### config.mk
export PLATFORM = sky130hd
export DESIGN_NAME = high_low_rounds
export DESIGN_NICKNAME = d
export VERILOG_FILES = /design/src/rtl/high_low_rounds_pkg.sv /design/src/rtl/high_low_rounds_rand.sv /design/src/rtl/high_low_rounds.sv
export SDC_FILE = /design/constraint.sdc
export NUM_CORES = 1
export LEC_CHECK = 0
export ABC_AREA = 1
export CAP_MARGIN = 20
export CELL_PAD_IN_SITES_DETAIL_PLACEMENT = 1
export CELL_PAD_IN_SITES_GLOBAL_PLACEMENT = 1
export CORE_UTILIZATION = 38
export CTS_BUF_LIST = sky130_fd_sc_hd__clkbuf_8
export DETAILED_ROUTE_END_ITERATION = 12
export PLACE_DENSITY = 0.95
export SLEW_MARGIN = 10
export SYNTH_ARGS = -nofsm -noshare
export SYNTH_HDL_FRONTEND = slang
export SYNTH_HIERARCHICAL = 1
export SYNTH_SLANG_ARGS = --single-unit
### constraint.sdc
create_clock -name clk_100 -period 4.3 [get_ports clk_100]
set_input_delay 0.86 -clock clk_100 [delete_from_list [all_inputs] [get_ports clk_100]]
set_output_delay 0.86 -clock clk_100 [all_outputs]
set_load 0.01 [all_outputs]
### src/rtl/high_low_rounds_pkg.sv
// Shared brainwars codes (font glyphs, keypad codes, game id) plus high/low game types.
// No timing of its own; macros are guarded so any file may rely on them.
// No flow control; definitions only.
`ifndef BRAINWARS_DEFS
`define BRAINWARS_DEFS
`define FONT_0 8'h30
`define FONT_1 8'h31
`define FONT_2 8'h32
`define FONT_3 8'h33
`define FONT_4 8'h34
`define FONT_5 8'h35
`define FONT_6 8'h36
`define FONT_7 8'h37
`define FONT_8 8'h38
`define FONT_9 8'h39
`define HL_KEY_HIGH 4'hA
`define HL_KEY_LOW  4'hB
`define HL_GAME_ID  3'b010
`endif

package high_low_rounds_pkg;

    typedef enum logic [2:0] {
        ST_IDLE,
        ST_DRAW,
        ST_SHOW,
        ST_FEEDBACK,
        ST_DONE
    } state_t;

    // x^16 + x^14 + x^13 + x^11 + 1, right-shifting Galois form
    localparam logic [15:0] LFSR_TAPS = 16'hB400;

    function automatic logic [7:0] font_of(input logic [3:0] d);
        case (d)
            4'd0:    return `FONT_0;
            4'd1:    return `FONT_1;
            4'd2:    return `FONT_2;
            4'd3:    return `FONT_3;
            4'd4:    return `FONT_4;
            4'd5:    return `FONT_5;
            4'd6:    return `FONT_6;
            4'd7:    return `FONT_7;
            4'd8:    return `FONT_8;
            4'd9:    return `FONT_9;
            default: return 8'd0;
        endcase
    endfunction

endpackage

### src/rtl/high_low_rounds_rand.sv
// rand_bcd_gen: free-running 16-bit Galois LFSR folded into DIGITS BCD digits.
// Digits are combinational from the LFSR register; LFSR advances every tick.
// No backpressure; consumers sample whenever they need a value.
module rand_bcd_gen
    import high_low_rounds_pkg::*;
#(
    parameter int          DIGITS = 2,
    parameter logic [15:0] SEED   = 16'hACE1
) (
    input  logic                clk_100,
    input  logic                rst_n,
    output logic [4*DIGITS-1:0] digits
);

    logic [15:0] lfsr_q;

    always_ff @(posedge clk_100 or negedge rst_n) begin
        if (!rst_n) begin
            lfsr_q <= SEED;
        end else begin
            lfsr_q <= {1'b0, lfsr_q[15:1]} ^ (lfsr_q[0] ? LFSR_TAPS : 16'h0000);
        end
    end

    always_comb begin
        digits = '0;
        for (int i = 0; i < DIGITS; i++) begin
            digits[4*i +: 4] = (lfsr_q[4*i +: 4] > 4'd9) ? lfsr_q[4*i +: 4] - 4'd10
                                                          : lfsr_q[4*i +: 4];
        end
    end

endmodule

### src/rtl/high_low_rounds.sv
// Fixed-length high/low guessing match with BCD score and registered 128-bit font frame.
// Press edge to point/miss is 2 ticks (+1 per rejected redraw); frame lags state by 1 tick.
// No backpressure; presses outside SHOW are dropped and held keys never re-trigger.
module high_low_rounds
    import high_low_rounds_pkg::*;
#(
    parameter int          DIGITS        = 2,
    parameter int          ROUNDS        = 10,
    parameter int          TIMEOUT_TICKS = 300,
    parameter int          FB_TICKS      = 25,
    parameter logic [2:0]  GAME_ID       = `HL_GAME_ID,
    parameter logic [3:0]  KEY_HIGH      = `HL_KEY_HIGH,
    parameter logic [3:0]  KEY_LOW       = `HL_KEY_LOW,
    parameter logic [15:0] SEED          = 16'hACE1
) (
    input  logic         clk_100,
    input  logic         rst_n,
    input  logic [2:0]   game_en,
    input  logic [3:0]   key,
    input  logic         pressed,
    output logic [127:0] data_output,
    output logic         point,
    output logic         miss,
    output logic [7:0]   score,
    output logic         done
);

    localparam int          NW        = 4 * DIGITS;
    localparam logic [15:0] TO_LAST   = 16'(TIMEOUT_TICKS - 1);
    localparam logic [15:0] FB_LAST   = 16'(FB_TICKS - 1);
    localparam logic [6:0]  ROUND_MAX = 7'(ROUNDS);

    state_t        state_q, state_nx;
    logic [NW-1:0] cur_q, rnd_dat;
    logic [15:0]   timer_q;
    logic [6:0]    round_q;
    logic          pressed_q, guess_pend_q, guess_high_q;
    logic          en, guess_vld, timeout, fresh, judge, hit;
    logic [127:0]  frame;

    function automatic logic [7:0] bcd_inc_sat(input logic [7:0] v);
        if (v == 8'h99) return v;
        if (v[3:0] == 4'd9) return {v[7:4] + 4'd1, 4'd0};
        return {v[7:4], v[3:0] + 4'd1};
    endfunction

    rand_bcd_gen #(
        .DIGITS (DIGITS),
        .SEED   (SEED)
    ) u_rand (
        .clk_100 (clk_100),
        .rst_n   (rst_n),
        .digits  (rnd_dat)
    );

    assign en        = (game_en == GAME_ID);
    assign guess_vld = (state_q == ST_SHOW) && pressed && !pressed_q
                       && ((key == KEY_HIGH) || (key == KEY_LOW));
    assign timeout   = (state_q == ST_SHOW) && (timer_q == TO_LAST);
    assign fresh     = (rnd_dat != cur_q);
    assign done      = (state_q == ST_DONE);

    always_ff @(posedge clk_100 or negedge rst_n) begin
        if (!rst_n) state_q <= ST_IDLE;
        else        state_q <= state_nx;
    end

    always_comb begin
        state_nx = state_q;
        case (state_q)
            ST_IDLE:     state_nx = ST_DRAW;
            ST_DRAW:     if (fresh) state_nx = guess_pend_q ? ST_FEEDBACK : ST_SHOW;
            ST_SHOW: begin
                if (guess_vld)    state_nx = ST_DRAW;
                else if (timeout) state_nx = ST_FEEDBACK;
            end
            ST_FEEDBACK: if (timer_q == FB_LAST) state_nx = (round_q < ROUND_MAX) ? ST_SHOW : ST_DONE;
            ST_DONE:     state_nx = ST_DONE;
            default:     state_nx = ST_IDLE;
        endcase
        if (!en) state_nx = ST_IDLE;
    end

    // In DRAW, cur_q still holds the previous number; BCD digits <= 9 make a plain
    // unsigned compare equal to an MSD-first decimal compare.
    always_comb begin
        judge = 1'b0;
        hit   = 1'b0;
        if (en) begin
            case (state_q)
                ST_DRAW: if (fresh && guess_pend_q) begin
                    judge = 1'b1;
                    hit   = guess_high_q ? (rnd_dat > cur_q) : (rnd_dat < cur_q);
                end
                ST_SHOW: if (timeout && !guess_vld) judge = 1'b1;
                default: ;
            endcase
        end
    end

    always_comb begin
        frame = '0;
        if (en) begin
            if (state_q != ST_FEEDBACK) begin
                for (int d = 0; d < DIGITS; d++) begin
                    frame[127-8*(7-DIGITS+d) -: 8] = font_of(cur_q[4*(DIGITS-1-d) +: 4]);
                end
            end
            frame[127-8*14 -: 8] = font_of(score[7:4]);
            frame[7:0]           = font_of(score[3:0]);
        end
    end

    always_ff @(posedge clk_100 or negedge rst_n) begin
        if (!rst_n) begin
            pressed_q    <= 1'b0;
            guess_pend_q <= 1'b0;
            guess_high_q <= 1'b0;
            cur_q        <= '0;
            timer_q      <= '0;
            round_q      <= '0;
            score        <= '0;
            point        <= 1'b0;
            miss         <= 1'b0;
            data_output  <= '0;
        end else begin
            pressed_q   <= pressed;
            point       <= judge && hit;
            miss        <= judge && !hit;
            data_output <= frame;
            timer_q     <= ((state_nx == state_q) && ((state_q == ST_SHOW) || (state_q == ST_FEEDBACK)))
                           ? timer_q + 16'd1 : '0;
            if (state_nx == ST_IDLE) begin
                guess_pend_q <= 1'b0;
                guess_high_q <= 1'b0;
                cur_q        <= '0;
                round_q      <= '0;
                score        <= '0;
            end else begin
                if (guess_vld) begin
                    guess_pend_q <= 1'b1;
                    guess_high_q <= (key == KEY_HIGH);
                end
                if ((state_q == ST_DRAW) && fresh) begin
                    cur_q        <= rnd_dat;
                    guess_pend_q <= 1'b0;
                end
                if (judge) begin
                    round_q <= round_q + 7'd1;
                    if (hit) score <= bcd_inc_sat(score);
                end
            end
        end
    end

endmodule

[Yosys cells after proc, flatten, opt, wreduce, memory -nomap -nowiden]
Memory sizes are Yosys's and may differ from the RTL's.
Cells that the tools add are included.
Storage, ports and cells
  bits in registers: 95
  bits in latches: 0
  bits in writable memories: 0
  bits in read-only memories: 384
  input port bits: 10
  output and inout port bits: 139
  memories kept: 4
Operators by class
  $add $sub $neg: 6
  multipliers: 0
  div/mod/pow operators: 0
  magnitude comparators: 5
  equal/unequal tests: 14
  shift operators: 0
  muxes and demuxes: 48
  bitwise gates (word level): 1
  reduce and logical (&&, ||, !) cells: 25
Memories
  (name not given): depth 16, bits a word 6, read ports 1, clocked after Yosys merged registers in 0, write ports 0, RTL line high_low_rounds_pkg.sv:35  | case (d)
  (name not given): depth 16, bits a word 6, read ports 1, clocked after Yosys merged registers in 0, write ports 0, RTL line high_low_rounds_pkg.sv:35
  (name not given): depth 16, bits a word 6, read ports 1, clocked after Yosys merged registers in 0, write ports 0, RTL line high_low_rounds_pkg.sv:35
  (name not given): depth 16, bits a word 6, read ports 1, clocked after Yosys merged registers in 0, write ports 0, RTL line high_low_rounds_pkg.sv:35
Operators with widths (count)
  2-to-1 mux 16 bit: 5
  2-to-1 mux 8 bit: 9
  2-to-1 mux 1 bit: 22
  2-to-1 mux 3 bit: 6
  adder 16 x 1 -> 16 bit (second input constant): 1
  == test 16 x 5 -> 1 bit (second input constant): 1
  == test 16 x 9 -> 1 bit (second input constant): 1
  XOR 15 x 16 -> 16 bit: 1
  one-hot mux 3 bit (5 select lines): 1
  2-to-1 mux 7 bit: 2
  == test 4 bit (second input constant): 3
  logical AND 1 bit: 10
  == test 3 x 2 -> 1 bit (second input constant): 3
  adder 4 x 1 -> 4 bit (second input constant): 2
  == test 8 bit (second input constant): 1
  greater-than comparator 4 bit (second input constant): 2
  greater-than comparator 8 bit: 1
  less-than comparator 8 bit: 1
  2-to-1 mux 4 bit: 2
  != test 8 bit: 1
  nonzero test 2 bit: 4
  subtractor 4 bit (second input constant): 2
  adder 7 x 1 -> 7 bit (second input constant): 1
  less-than comparator 7 x 4 -> 1 bit (second input constant): 1
  other kinds (11): 16

[Depth between registers and ports, before layout]
  depth in word-level cells: 20
  mapped depth: 19
  depth with buffers taken out: 19

[Cells and area by module]
Netlist, hierarchy kept.
By module, submodules not included
  high_low_rounds: instances 1, cells an instance 501, area an instance 4199.0 um^2, sequential area each 1676.6 um^2
  rand_bcd_gen: instances 1, cells an instance 47, area an instance 576.8 um^2, sequential area each 410.4 um^2

[Least setup slack after synthesis]
No wires, ideal clock.
  path kind: register -> register
  start: register u_rand.lfsr_q[6]
  end: register timer_q[13]
  library setup time: 121 ps
  arrival time: 2192 ps
  data required time: 4179 ps
  path slack: 1988 ps
  cell stages (with the launch flop): 17
  buffers on the path: 1
  period minus slack after synthesis: 2312 ps
  cell sequence: dfstp_2 inv_2 ha_1 inv_1 nand3_1 nand2_1 ha_1 nand2_1 nor2_1 nand2_1 nand3_1 nand4_1 nand2_1 nand2_1 nand3_2 buf_6 nor2_2
Between the ends
  word-level cells in the longest chain between the ends: 9
RTL lines
  start, declared: RTL line high_low_rounds_rand.sv:15  | logic [15:0] lfsr_q;
  start signal, assigned: RTL line high_low_rounds_rand.sv:21  | lfsr_q <= {1'b0, lfsr_q[15:1]} ^ (lfsr_q[0] ? LFSR_TAPS : 16'h0000);
  subtractor 4 bit or greater-than comparator 4 bit (tied branches): RTL line high_low_rounds_rand.sv:28  | digits[4*i +: 4] = (lfsr_q[4*i +: 4] > 4'd9) ? lfsr_q[4*i +: 4] - 4'd10
  2-to-1 mux 4 bit (*): RTL line high_low_rounds_rand.sv:28
  named net rnd_dat[6]: RTL line high_low_rounds.sv:34  | logic [NW-1:0] cur_q, rnd_dat;
  != test 8 bit (*): RTL line high_low_rounds.sv:60  | assign fresh = (rnd_dat != cur_q);
  2-to-1 mux 3 bit (*): RTL line high_low_rounds.sv:72  | ST_DRAW: if (fresh) state_nx = guess_pend_q ? ST_FEEDBACK : ST_SHOW;
  one-hot mux 3 bit (5 select lines) (*): RTL line high_low_rounds.sv:70  | case (state_q)
  2-to-1 mux 3 bit (*): RTL line high_low_rounds.sv:81  | if (!en) state_nx = ST_IDLE;
  == test 3 bit (*): RTL line high_low_rounds.sv:131  | timer_q <= ((state_nx == state_q) && ((state_q == ST_SHOW) || (state_q == ST_FEEDBACK)))
  logical AND 1 bit (*): RTL line high_low_rounds.sv:131
  2-to-1 mux 16 bit (*): RTL line high_low_rounds.sv:132  | ? timer_q + 16'd1 : '0;
  end signal, assigned: RTL line high_low_rounds.sv:131
  end, declared: RTL line high_low_rounds.sv:35  | logic [15:0] timer_q;
The timed path passes the listed nets; every way through them passes the cells marked *.
A chain may end at the register's enable or synchronous reset.

[Worst setup path after layout]
  start: input game_en[0]
  end: register cur_q[0]
Between the ends
  word-level cells in the longest chain between the ends: 4
RTL lines
  start, declared: RTL line high_low_rounds.sv:18  | input logic [2:0] game_en,
  == test 3 x 2 -> 1 bit (*): RTL line high_low_rounds.sv:56  | assign en = (game_en == GAME_ID);
  2-to-1 mux 3 bit (*): RTL line high_low_rounds.sv:81
  zero test 3 bit (*): RTL line high_low_rounds.sv:133  | if (state_nx == ST_IDLE) begin
  2-to-1 mux 8 bit or nonzero test 2 bit (tied branches)
  end signal, assigned: RTL line high_low_rounds.sv:145  | cur_q <= rnd_dat;
  end, declared: RTL line high_low_rounds.sv:34
Mark *: on every way between the ends. The rest lies on a longest branch, timed or not.

==> flow_summary.toml <==
[global_route]
gr-usage-met1 = 0.192
grt_busiest_layer = "met2"
grt_usage = 0.168
grt_overflow = 0
grt_max_degree = 84
grt_pass1_wl_mm = 16.9
met3_usage = 0.0212
antenna_found_initial = 0
first_global_vias = 3553
use_met2 = 0.309

[worst_setup_path]
crit_path_max_fanout = 17
endpoint_kind = "flop"
arrival_ns = 3.23
setup.worst_path.start = "game_en[0]"
start_kind = "input port"
path_class = "input port to flop"
r2r-start = "u_rand/lfsr_q[6]$_DFF_PN1_"
critPathRequiredTime_ns = 4.52

[cells_and_area]
regArea_mm2 = 0.00209
layout_commonest_cell = "conb_1"
final_util = 0.426
final_cell_mix = "104 x conb_1, 75 x dfrtp_1, 72 x nand2_1"
diodes = 0
fill_cells = 1479
drive_gt1_frac = 0.0908
final_nets = 617
multi_input_area_mm2 = 0.00197
area_growth_pct = 8.10

[synthesis]
syn_area_mm2 = 0.00478
synth.avg_cell_area_um2 = 8.72
ys_ff_latch = 83
ys_warn_count = 6
synthCells = 548
ys_seq_area_frac = 0.437
synth.distinct_cells = 34

[cts]
htree_levels = 3
clk_latency_ns = 0.37
postCtsHoldBufs = 0
clock_sinks = 83
cts_repair_resize_count = 0
cts_buffers = 9
clk_pin_slew_ns = 0.09
cts-root-buf = "clkbuf_8"
cts.path.max_buffers = 2
postCtsSetupRepairBufs = 0
cts_tree = "yes"

[hold_path]
holdCritPathClass = "flop to flop"
holdCritStartpoint = "u_rand/lfsr_q[8]$_DFF_PN0_"

[floorplanning]
die_h_um = 114
ios = 149
die_area_mm2 = 0.0130
fp.dieW_um = 114
rows = 40
core_area_mm2 = 0.0121
initial_core_util = 0.394

[run]
cap_violations = 0

[power_and_ir_drop]
total_power_uw = 1450
ir_drop_mv = 0.138
power.leakage_uw = 0.00253
cellPowerDensity_mw_per_mm2 = 280

[timing]
rsz0062_at_grt = "no"
period_share = 0.698
finalSetupViolCount = 0
slew_violations = 0
period_needed_ns = 3.00
fin_tns_setup_ns = 0
fmax_mhz = 333
tightest_slew_ns = 0.832
fin_skew_ns = 0.0130
hold_viol_final = 0
slew_headroom = 0.441

[place]
port_buffers = 44
gp_congestion = 0.855
dp_hpwl_mm = 7.59

[outcome]
status = "finished, final reports clean"

[detailed_routing]
wl_per_cell_um = 13.6
num_vias = 3411
vias_per_cell = 4.47
ant_nets = 0
drtIter0Drc = 180
drc = 0
wl_mm = 10.3
first_pass_iters = 4
[flip-flops by register name (all words and copies together) (netlist names)]
signal         flops
state_q            3
cur_q              8
u_rand/lfsr_q     16
guess_pend_q       1
data_output       20
pressed_q          1
guess_high_q       1
score              8
round_q            7
timer_q           16
point              1
miss               1
[synthesized netlist by cell type, drive strengths merged]
cell / n / area (µm²)
dfrtp: 75 / 1880
a21oi: 15 / 78.8
o31ai: 2 / 15.0
o21ai: 20 / 104
nor3: 18 / 106
nand3b: 1 / 7.51
inv: 62 / 233
o21bai: 1 / 7.51
ha: 17 / 213
or2: 1 / 6.26
xnor2: 5 / 43.8
o21a: 1 / 7.51
buf: 115 / 857
nor3b: 2 / 15.0
conb: 1 / 3.75
nand4: 10 / 62.6
dfstp: 8 / 210
nor2: 51 / 221
nand3: 42 / 215
xor2: 19 / 166
clkbuf: 3 / 11.3
nand2: 75 / 289
nor4: 4 / 25.0
[worst max-delay path: stages]
cell,delay [ns]
clkdlybuf4s50_1,0.45
nor3_4,0.31
inv_2,0.17
a21oi_2,0.56
buf_4,0.29
nand2_1,0.29
nand3_1,0.17
o21ai_0,0.13
[final timing paths]
path / endpoint / slack [ns] / cells after the start
min reg2reg: u_rand/lfsr_q[7]$_DFF_PN1_ / 0.37 / 0
max reg2reg: timer_q[2]$_DFF_PN0_ / 1.42 / 15
min: u_rand/lfsr_q[7]$_DFF_PN1_ / 0.37 / 0
max in group asynchronous: u_rand/lfsr_q[5]$_DFF_PN1_ / 3.18 / 2
max: cur_q[0]$_DFFE_PN0N_ / 1.30 / 8
min in group asynchronous: timer_q[12]$_DFF_PN0_ / 0.46 / 1
[area by class of cell]
cell class	count	area share
timing repair buffer	46	0.0902
clock buffer	9	0.0240
clock inverter	7	0.0133
multi-input combinational	388	0.382
tap	168	0.0407
sequential	83	0.404
inverter	62	0.0451
[routing by layer]
| layer | part of all wire | vias to the layer above | wire length (µm) |
|---|---|---|---|
| met5 | 0 | - | 0 |
| met4 | 0.018 | 0 | 185 |
| met3 | 0.036 | 14 | 377 |
| met2 | 0.55 | 99 | 5650 |
| met1 | 0.40 | 1689 | 4130 |
| li1 | - | 1609 | - |
[metrics by stage]
step / worst slack (ns) / area (µm²) / hold slack [ns] / cells
finish: 1.30 / 5160 / 0.370 / 763
global route: 1.06 / 5160 / 0.387 / 763
CTS: 1.30 / 5140 / 0.375 / 762
detailed placement: 0.944 / 4950 / 0.347 / 746
global placement: 1.13 / 4950 / 0.341 / 746
floorplan: 1.99 / 5160 / 0.331 / 651
[report_power, final]
part	internal, µW	switching, µW	total [µW]
Sequential	782	1.55	784
Clock	267	303	571
Combinational	17.3	75.8	93.1
[logic make-up (layout without fill, tap and decap cells)]
| logic type | after synthesis | count (layout) | share of synthesized area |
|---|---|---|---|
| other | 1 | 104 | 0.000785 |
| XOR/XNOR | 24 | 24 | 0.0440 |
| AO/OA/AOI/OAI | 39 | 39 | 0.0445 |
| adder cells (fa/ha/maj) | 17 | 17 | 0.0445 |
| flip-flops | 83 | 83 | 0.437 |
| buffers and inverters | 180 | 124 | 0.231 |
| AND/OR/NAND/NOR | 204 | 204 | 0.199 |
No activity file was read; power rests on OpenSTA's default activity.
